<file path="config.mk">
export PLATFORM = sky130hd
export DESIGN_NAME = tile_spawn_ctrl
export DESIGN_NICKNAME = d
export VERILOG_FILES = /design/src/rtl/game_pkg.sv /design/src/rtl/tile_spawn_ctrl.sv
export SDC_FILE = /design/constraint.sdc
export NUM_CORES = 1
export LEC_CHECK = 0
export CAP_MARGIN = 5
export CORE_ASPECT_RATIO = 1.75
export CORE_MARGIN = 2
export CORE_UTILIZATION = 40
export DETAILED_ROUTE_END_ITERATION = 8
export HOLD_SLACK_MARGIN = 0.1
export PLACE_DENSITY = 0.63
export SETUP_SLACK_MARGIN = 0.02
export SYNTH_ARGS = -nofsm -noshare
export SYNTH_HDL_FRONTEND = slang
export SYNTH_SLANG_ARGS = --single-unit
</file>
<file path="constraint.sdc">
create_clock -name clk -period 3.2 [get_ports clk]
set_clock_uncertainty 0.15 [all_clocks]
set_input_delay 0.32 -clock clk [delete_from_list [all_inputs] [get_ports clk]]
set_output_delay 0.32 -clock clk [all_outputs]
set_load 0.05 [all_outputs]
</file>
<file path="src/rtl/game_pkg.sv">
// Shared 2048 game definitions: board geometry, tile exponents and the
// spawn sequencer state encoding reused by the game FSM and debug LEDs.
package game_pkg;

   localparam int CELLS = 16;
   localparam int IDX_W = 4;

   // log2 of the tile value written into the board
   localparam logic [1:0] EXP_2 = 2'd1;
   localparam logic [1:0] EXP_4 = 2'd2;

   typedef enum logic [2:0] {
      SPAWN_IDLE = 3'd0,
      SPAWN_TRY  = 3'd1,
      SPAWN_SCAN = 3'd2,
      SPAWN_DONE = 3'd3,
      SPAWN_FULL = 3'd4
   } spawn_state_t;

   // Map the xorshift coin bit onto a tile exponent (1 -> tile 2, 0 -> tile 4).
   function automatic logic [1:0] tile_exp_of(input logic two_or_four);
      logic [1:0] e;
      if (two_or_four) begin
         e = EXP_2;
      end else begin
         e = EXP_4;
      end
      return e;
   endfunction

   // Next cell index with natural wrap 15 -> 0.
   function automatic logic [IDX_W-1:0] idx_inc(input logic [IDX_W-1:0] idx);
      return idx + {{(IDX_W-1){1'b0}}, 1'b1};
   endfunction

endpackage

</file>
<file path="src/rtl/tile_spawn_ctrl.sv">
// Places one new tile after each move: random probing of a snapshotted
// occupancy map, falling back to a wrap-around linear probe, or reporting
// a full board. The random index input is named rand_idx because "rand"
// is a reserved word in SystemVerilog.
module tile_spawn_ctrl
   import game_pkg::*;
#(
   parameter int MAX_TRIES = 4
) (
   input  logic             clk,
   input  logic             rst,
   input  logic             spawn_req,
   input  logic [CELLS-1:0] occupied,
   input  logic [IDX_W-1:0] rand_idx,
   input  logic             two_or_four,
   output logic             busy,
   output logic             spawn_valid,
   output logic [IDX_W-1:0] cell_idx,
   output logic [1:0]       tile_exp,
   output logic             board_full
);

   localparam logic [3:0]       LAST_TRY = 4'(MAX_TRIES - 1);
   localparam logic [CELLS-1:0] ALL_OCC  = {CELLS{1'b1}};

   spawn_state_t     state_r;
   logic [CELLS-1:0] occ_r;
   logic [3:0]       tries_r;
   logic [IDX_W-1:0] ptr_r;

   // Spawn sequencer: snapshot, random tries, linear probe, one-cycle result pulse.
   // The pulse cycle itself is IDLE with busy still set, so a request seen there
   // is ignored and a held request re-triggers one cycle later.
   always_ff @(posedge clk or negedge rst) begin
      if (!rst) begin
         state_r     <= SPAWN_IDLE;
         occ_r       <= {CELLS{1'b0}};
         tries_r     <= 4'd0;
         ptr_r       <= {IDX_W{1'b0}};
         busy        <= 1'b0;
         spawn_valid <= 1'b0;
         board_full  <= 1'b0;
         cell_idx    <= {IDX_W{1'b0}};
         tile_exp    <= 2'd0;
      end else begin
         spawn_valid <= 1'b0;
         board_full  <= 1'b0;
         case (state_r)
            SPAWN_IDLE: begin
               if (spawn_req && !busy) begin
                  occ_r   <= occupied;
                  tries_r <= 4'd0;
                  busy    <= 1'b1;
                  if (occupied == ALL_OCC) begin
                     state_r <= SPAWN_FULL;
                  end else begin
                     state_r <= SPAWN_TRY;
                  end
               end else begin
                  busy <= 1'b0;
               end
            end
            SPAWN_TRY: begin
               if (!occ_r[rand_idx]) begin
                  cell_idx <= rand_idx;
                  tile_exp <= tile_exp_of(two_or_four);
                  state_r  <= SPAWN_DONE;
               end else if (tries_r == LAST_TRY) begin
                  ptr_r   <= idx_inc(rand_idx);
                  state_r <= SPAWN_SCAN;
               end else begin
                  tries_r <= tries_r + 4'd1;
               end
            end
            SPAWN_SCAN: begin
               if (!occ_r[ptr_r]) begin
                  cell_idx <= ptr_r;
                  tile_exp <= tile_exp_of(two_or_four);
                  state_r  <= SPAWN_DONE;
               end else begin
                  ptr_r <= idx_inc(ptr_r);
               end
            end
            SPAWN_DONE: begin
               spawn_valid <= 1'b1;
               state_r     <= SPAWN_IDLE;
            end
            SPAWN_FULL: begin
               board_full <= 1'b1;
               state_r    <= SPAWN_IDLE;
            end
            default: begin
               busy    <= 1'b0;
               state_r <= SPAWN_IDLE;
            end
         endcase
      end
   end

endmodule

</file>
# After elaboration in Yosys (flattened, before gate mapping)
# Cells that the tools add are included.
totals:
  word_cells: 68
  ff_bits: 36
  input_bits: 24
classes:
  n_eq_ne: 14
  addsub: 3
  reduce_logical: 11
  order_cmp: 2
  n_mux: 29
ops:
  columns: ["cell", "n"]
  rows:
  - ["two-way mux 4 bit", 8]
  - ["case mux 4 bit (2 select lines)", 3]
  - ["equality test 16 bit (second input constant)", 1]
  - ["two-way mux 3 bit", 5]
  - ["!= test 2 bit (second input constant)", 7]
  - ["adder 4 x 1 -> 4 bit (second input constant)", 3]
  - ["less-than comparator 4 x 5 -> 1 bit (second input constant)", 2]
  - ["case mux 3 bit (3 select lines)", 1]
  - ["binary-select mux 1 bit (select 4 bit)", 2]
  - ["AND reduction 4 bit", 2]
  - ["equality test 3 x 2 -> 1 bit (second input constant)", 2]
  - ["two-way mux 2 bit", 3]
  - ["AND reduction 3 bit", 2]
  - ["two-way mux 1 bit", 5]
  - ["equality test 4 x 2 -> 1 bit (second input constant)", 1]
  - ["case mux 2 bit (2 select lines)", 1]
  - ["nonzero test 2 bit", 2]
  - ["OR reduction 4 bit", 1]
  - ["equality test 3 x 1 -> 1 bit (second input constant)", 1]
  - ["equality test 3 bit (second input constant)", 1]
  - ["zero test 3 bit", 1]
  - ["!= test 3 bit (second input constant)", 1]
  - ["case mux 1 bit (2 select lines)", 1]
  - ["AND reduction 2 bit", 1]
  - ["other kinds (2)", 2]

# Logic depth before layout (Yosys ltp)
logic_depth:
  ltp_word: 4
  ltp_mapped: 8

# Worst setup path after synthesis
# OpenSTA, ideal clock, no wires.
synth_path:
  path_kind: "input to register"
  from: "input port rand_idx[2]"
  to: "register cell_idx[0]"
  cell_stages: 6
  t_arrival_ns: 1.977
  setup_ns: 0.125
  t_required_ns: 2.925
  path_buffers: 1
  setup_slack_ns: 0.948
  path_cell_list: "buf_2 mux4_2 mux2_2 o22a_1 a21boi_4 mux2_4"
synth_between:
  elab_chain_cells: 4
synth_lines:
  columns: ["item", "line_no", "rtl"]
  rows:
  - ["start, declared", "tile_spawn_ctrl.sv:14", "input logic [IDX_W-1:0] rand_idx,"]
  - ["binary-select mux 1 bit (select 4 bit)", "tile_spawn_ctrl.sv:64", "if (!occ_r[rand_idx]) begin"]
  - ["two-way mux 1 bit (not written as such)", "tile_spawn_ctrl.sv:64", null]
  - ["!= test 2 bit (no source line)", null, null]
  - ["AND reduction 3 bit (no source line)", null, null]
  - ["end signal, assigned", "tile_spawn_ctrl.sv:43", "cell_idx <= {IDX_W{1'b0}};"]
  - ["end signal, assigned", "tile_spawn_ctrl.sv:65", "cell_idx <= rand_idx;"]
  - ["end signal, assigned", "tile_spawn_ctrl.sv:77", "cell_idx <= ptr_r;"]
  - ["end, declared", "tile_spawn_ctrl.sv:18", "output logic [IDX_W-1:0] cell_idx,"]
# Every way passes these cells. The select of a mux whose other input is x is not followed.
# A chain may end at the register's enable or synchronous reset.

# Worst setup path after layout
layout_path:
  from: "input port rand_idx[3]"
  to: "register ptr_r[1]"
layout_between:
  elab_chain_cells: 4
layout_lines:
  columns: ["item", "line_no", "rtl"]
  rows:
  - ["binary-select mux 1 bit (select 4 bit)", "tile_spawn_ctrl.sv:64", null]
  - ["two-way mux 1 bit (not written as such)", "tile_spawn_ctrl.sv:64", null]
  - ["!= test 2 bit (no source line)", null, null]
  - ["AND reduction 4 bit (no source line)", null, null]
  - ["end signal, assigned", "tile_spawn_ctrl.sv:39", "ptr_r <= {IDX_W{1'b0}};"]
  - ["end signal, assigned", "tile_spawn_ctrl.sv:69", "ptr_r <= idx_inc(rand_idx);"]
  - ["end signal, assigned", "tile_spawn_ctrl.sv:81", "ptr_r <= idx_inc(ptr_r);"]
  - ["end, declared", "tile_spawn_ctrl.sv:29", "logic [IDX_W-1:0] ptr_r;"]
# Every way passes these cells. The select of a mux whose other input is x is not followed.

==> results.md <==
- Status: finished clean
- Post-synthesis mux area share: ~28%
- Combinational share of power: a little over 50%
- Syn_nets: between 150 and 200
- Area share of xor/xnor cells in the synthesized design: 0%
- DR iter-0 viols: 31
- Slew Limit Fails: 0
- Root Buffer: clkbuf_8
- Post-Synth Adder-Cell Area: ~1.3%
- CP max stage delay: ~0.6 ns
- GRT Util Overall: between 10% and 20%
- RePlAce Congestion: 0.8213
- Hold Crit Class: input port to asynchronous set/reset pin
- Critical path launch point type: input port
- Main combinational cell family by area after synthesis: multiplexers
- Cell variety after synth: 40
- Type of the worst setup path: input port to flip-flop
- Clk slew on worst S/H paths: ~0.07 ns
- Final WL: 4467 µm
- Nets: ~230
- Post-cts repair resize count: 0
- Synthesized flop and latch total: 36
- Die H: a little under 100 µm
- Slew @ Worst Pin: between 0.5 and 0.6 ns
- Core Area: a little under 0.005 mm²
- Mapped cell area: about 0.002 mm²
- Slowest CP cell: clkdlybuf4s50_1
- Setup TNS: 0 ns
- CTS sink cnt: 36
- Die ar.: around 0.0056 mm²
- Post-Synthesis Cells: approximately 170
- # Post-CTS Setup Buffers: 0
- Number of buffers created by CTS: 5
- Pwr Density: about 980 mW/mm²
- Die W: approximately 57 µm
- DR WL/cell: roughly 17 µm
- Layout cells sized above 1: between 20% and 30%
- Worst slew margin: 66.06%
- Port-buffer cells: 32
- Data required time of the worst path: roughly 3.2 ns
- Sw Pwr: about 960 µW
- Yosys warnings: 0
- Synth Area in Compound Gates: 9.906%
- Residual DRC: 0
- Hold_buf cts: 0
- Routed Antenna Nets: 0
- Initial Util: approximately 40%
- Arrival @ worst endpoint: 2.54 ns
- Clock network power share: 13.5%
- Synth Area per Inst: 12.02 µm²
- Register area share after synthesis: roughly 45%
- Internal: around 1500 µW
- Switching share of power: 39.31%
- H-tree levels: 2
- Fmax: 397.1 MHz
- Top Ports: 33
- Unrepaired setup endpoints after global routing: false
- Post-synthesis simple-gate area fraction: 13.04%
- Sequential power share: 35.9%
- Vias in the first global route: 1555
- Clk_lat worst skew: roughly 0.29 ns
- Initial antenna violation count: 0
- CTS Buffer Depth: 2
- FP Rows: 34
- Final setup vio count: 0
- Area grow syn2layout: 24.26%
- Max-capacitance violation count: 0
- Period utilisation layout: between 70% and 80%
- Leak pwr: 0.001063 µW
- Via density: between 5 and 6
- Grt ovf: 0
- Worst slack, placed: 0.3626 ns
- Pre-antenna DRT Iters: 4
- CP max FO: 5
- DP Wirelength: about 3600 µm
- Final Hold Fails: 0
- VDD IR-drop max: 0.0006118 V
- First-pass GRT wire length: between 7000 and 8000 µm
- Largest net degree at the start of global routing: 37
- Worst setup margin: slightly below 0.7 ns
- Final worst path period need: 2.518 ns
- Final antenna diode count: 0
- Cell Chain, Critical Path: clkdlybuf4s50_1 > mux4_2 > mux2_2 > o22a_1 > o21a_1 > mux2_1
- Via count: approximately 1500
- Crit end category: flip-flop
- TritonCTS clock tree: built
-- Yosys cell counts, drive strengths merged --
| master | number | area, µm² |
|---|---|---|
| mux4 | 8 | 180.2 |
| o22a | 1 | 8.760 |
| buf | 4 | 20.02 |
| clkbuf | 3 | 11.26 |
| a21oi | 6 | 30.03 |
| o31ai | 1 | 7.510 |
| nor3 | 3 | 15.01 |
| and3 | 3 | 18.77 |
| and2 | 2 | 12.51 |
| or3b | 1 | 8.760 |
| nand2b | 6 | 37.54 |
| nand2 | 7 | 26.28 |
| o22ai | 1 | 6.260 |
| nor4 | 3 | 18.77 |
| mux2i | 7 | 70.07 |
| and3b | 1 | 8.760 |
| nand3 | 2 | 10.01 |
| o21a | 1 | 7.510 |
| mux2 | 26 | 307.8 |
| ha | 2 | 25.02 |
| nor3b | 2 | 20.02 |
| a21bo | 2 | 20.02 |
| o21bai | 2 | 15.01 |
| or4 | 1 | 7.510 |
| a221oi | 1 | 8.760 |
| nor4b | 1 | 8.760 |
| inv | 6 | 22.52 |
| o21ai | 7 | 35.03 |
| a21o | 1 | 7.510 |
| nor2 | 8 | 30.03 |
| a22o | 2 | 17.52 |
| dfrtp | 36 | 900.9 |
| nor2b | 1 | 6.260 |
| a211oi | 2 | 15.01 |
| a21boi | 1 | 18.77 |
| nand4 | 5 | 31.28 |
-- through the flow --
| stage | instances | util, % | cell area [µm²] | hold slack [ns] | power [µW] |
|---|---|---|---|---|---|
| final | 258 | 50.69 | 2480 | 0.2924 | 2433 |
| after detailed placement | 250 | 48.85 | 2390 | 0.3529 | 2118 |
| after global placement | 250 | 48.85 | 2390 | 0.3441 | 2069 |
| after global routing | 258 | 50.69 | 2480 | 0.3334 | 2582 |
| after floorplan | 166 | - | 1996 | -0.1256 | 1766 |
| after CTS | 258 | 50.69 | 2480 | 0.3106 | 2457 |
-- area by class of cell --
type                       instances  area [µm²]
clock buffer                       8       90.09
fill                             442        2412
inverter                           6       22.52
multi-input combinational        117        1041
sequential                        36       900.9
tap                               54       67.56
timing repair buffer              37       357.8
-- state kept, by name, indices dropped and copies added (netlist names) --
register and flops:
busy 1, state_r 3, occ_r 16, ptr_r 4, cell_idx 4, tile_exp 2, tries_r 4, spawn_valid 1
board_full 1
-- routing by layer --
| metal | part of all wire (%) | routed length, µm | global-route usage, % |
|---|---|---|---|
| met5 | 0 | 0 | 0 |
| met4 | 3.0 | 136 | 7.871 |
| met3 | 4.0 | 179 | 3.595 |
| met2 | 59 | 2627 | 33.13 |
| met1 | 34 | 1524 | 16.89 |
-- worst paths after layout --
path | from | end | slack, ns | cells past startpoint
worst max-delay path | rand_idx[3] | ptr_r[1]$_DFFE_PN0P_ | 0.68 | 6
worst min-delay path | rst | cell_idx[2]$_DFFE_PN0P_ | 0.29 | 2
worst max register to register | ptr_r[0]$_DFFE_PN0P_ | cell_idx[1]$_DFFE_PN0P_ | 0.74 | 5
worst min register to register | cell_idx[3]$_DFFE_PN0P_ | cell_idx[3]$_DFFE_PN0P_ | 0.37 | 1
max in group asynchronous | rst | ptr_r[3]$_DFFE_PN0P_ | 2.27 | 2
min in group clk | cell_idx[3]$_DFFE_PN0P_ | cell_idx[3]$_DFFE_PN0P_ | 0.37 | 1
-- power by group through the flow --
| stage | Clock, µW | Sequential [µW] | Combinational [µW] |
|---|---|---|---|
| floorplan | 0 | 955 | 811 |
| global placement | 0 | 865 | 1200 |
| detailed placement | 0 | 882 | 1240 |
| CTS | 340 | 873 | 1240 |
| global route | 357 | 902 | 1320 |
| finish | 328 | 874 | 1230 |
-- logic make-up (layout without fill, tap and decap cells) --
logic type,after synthesis,in the layout
simple gates,46,46
fa+ha+maj,2,2
compound gates,28,28
flops,36,36
buf+inv,13,51
mux,41,41
-- worst max-delay path, delay by kind of cell --
family,cells,cell delay [ns]
multiplexers,3,1.17
buffers and inverters,1,0.60
AO/OA/AOI/OAI,2,0.44
-- cell usage in the layout (no fill, tap or decap), types with 6 or more instances in the layout --
| cell | synthesis | final |
|---|---|---|
| mux2_2 | 20 | 20 |
| mux2i_1 | 7 | 7 |
| o21ai_0 | 6 | 6 |
| a21oi_1 | 6 | 6 |
| mux4_2 | 8 | 8 |
| inv_1 | 6 | 6 |
| nand2_1 | 7 | 7 |
| nor2_1 | 8 | 8 |
| dfrtp_1 | 36 | 36 |
| nand2b_1 | 6 | 6 |
| clkdlybuf4s50_1 | 0 | 32 |
| clkbuf_8 | 0 | 6 |
(Power assumes the default switching activity.)
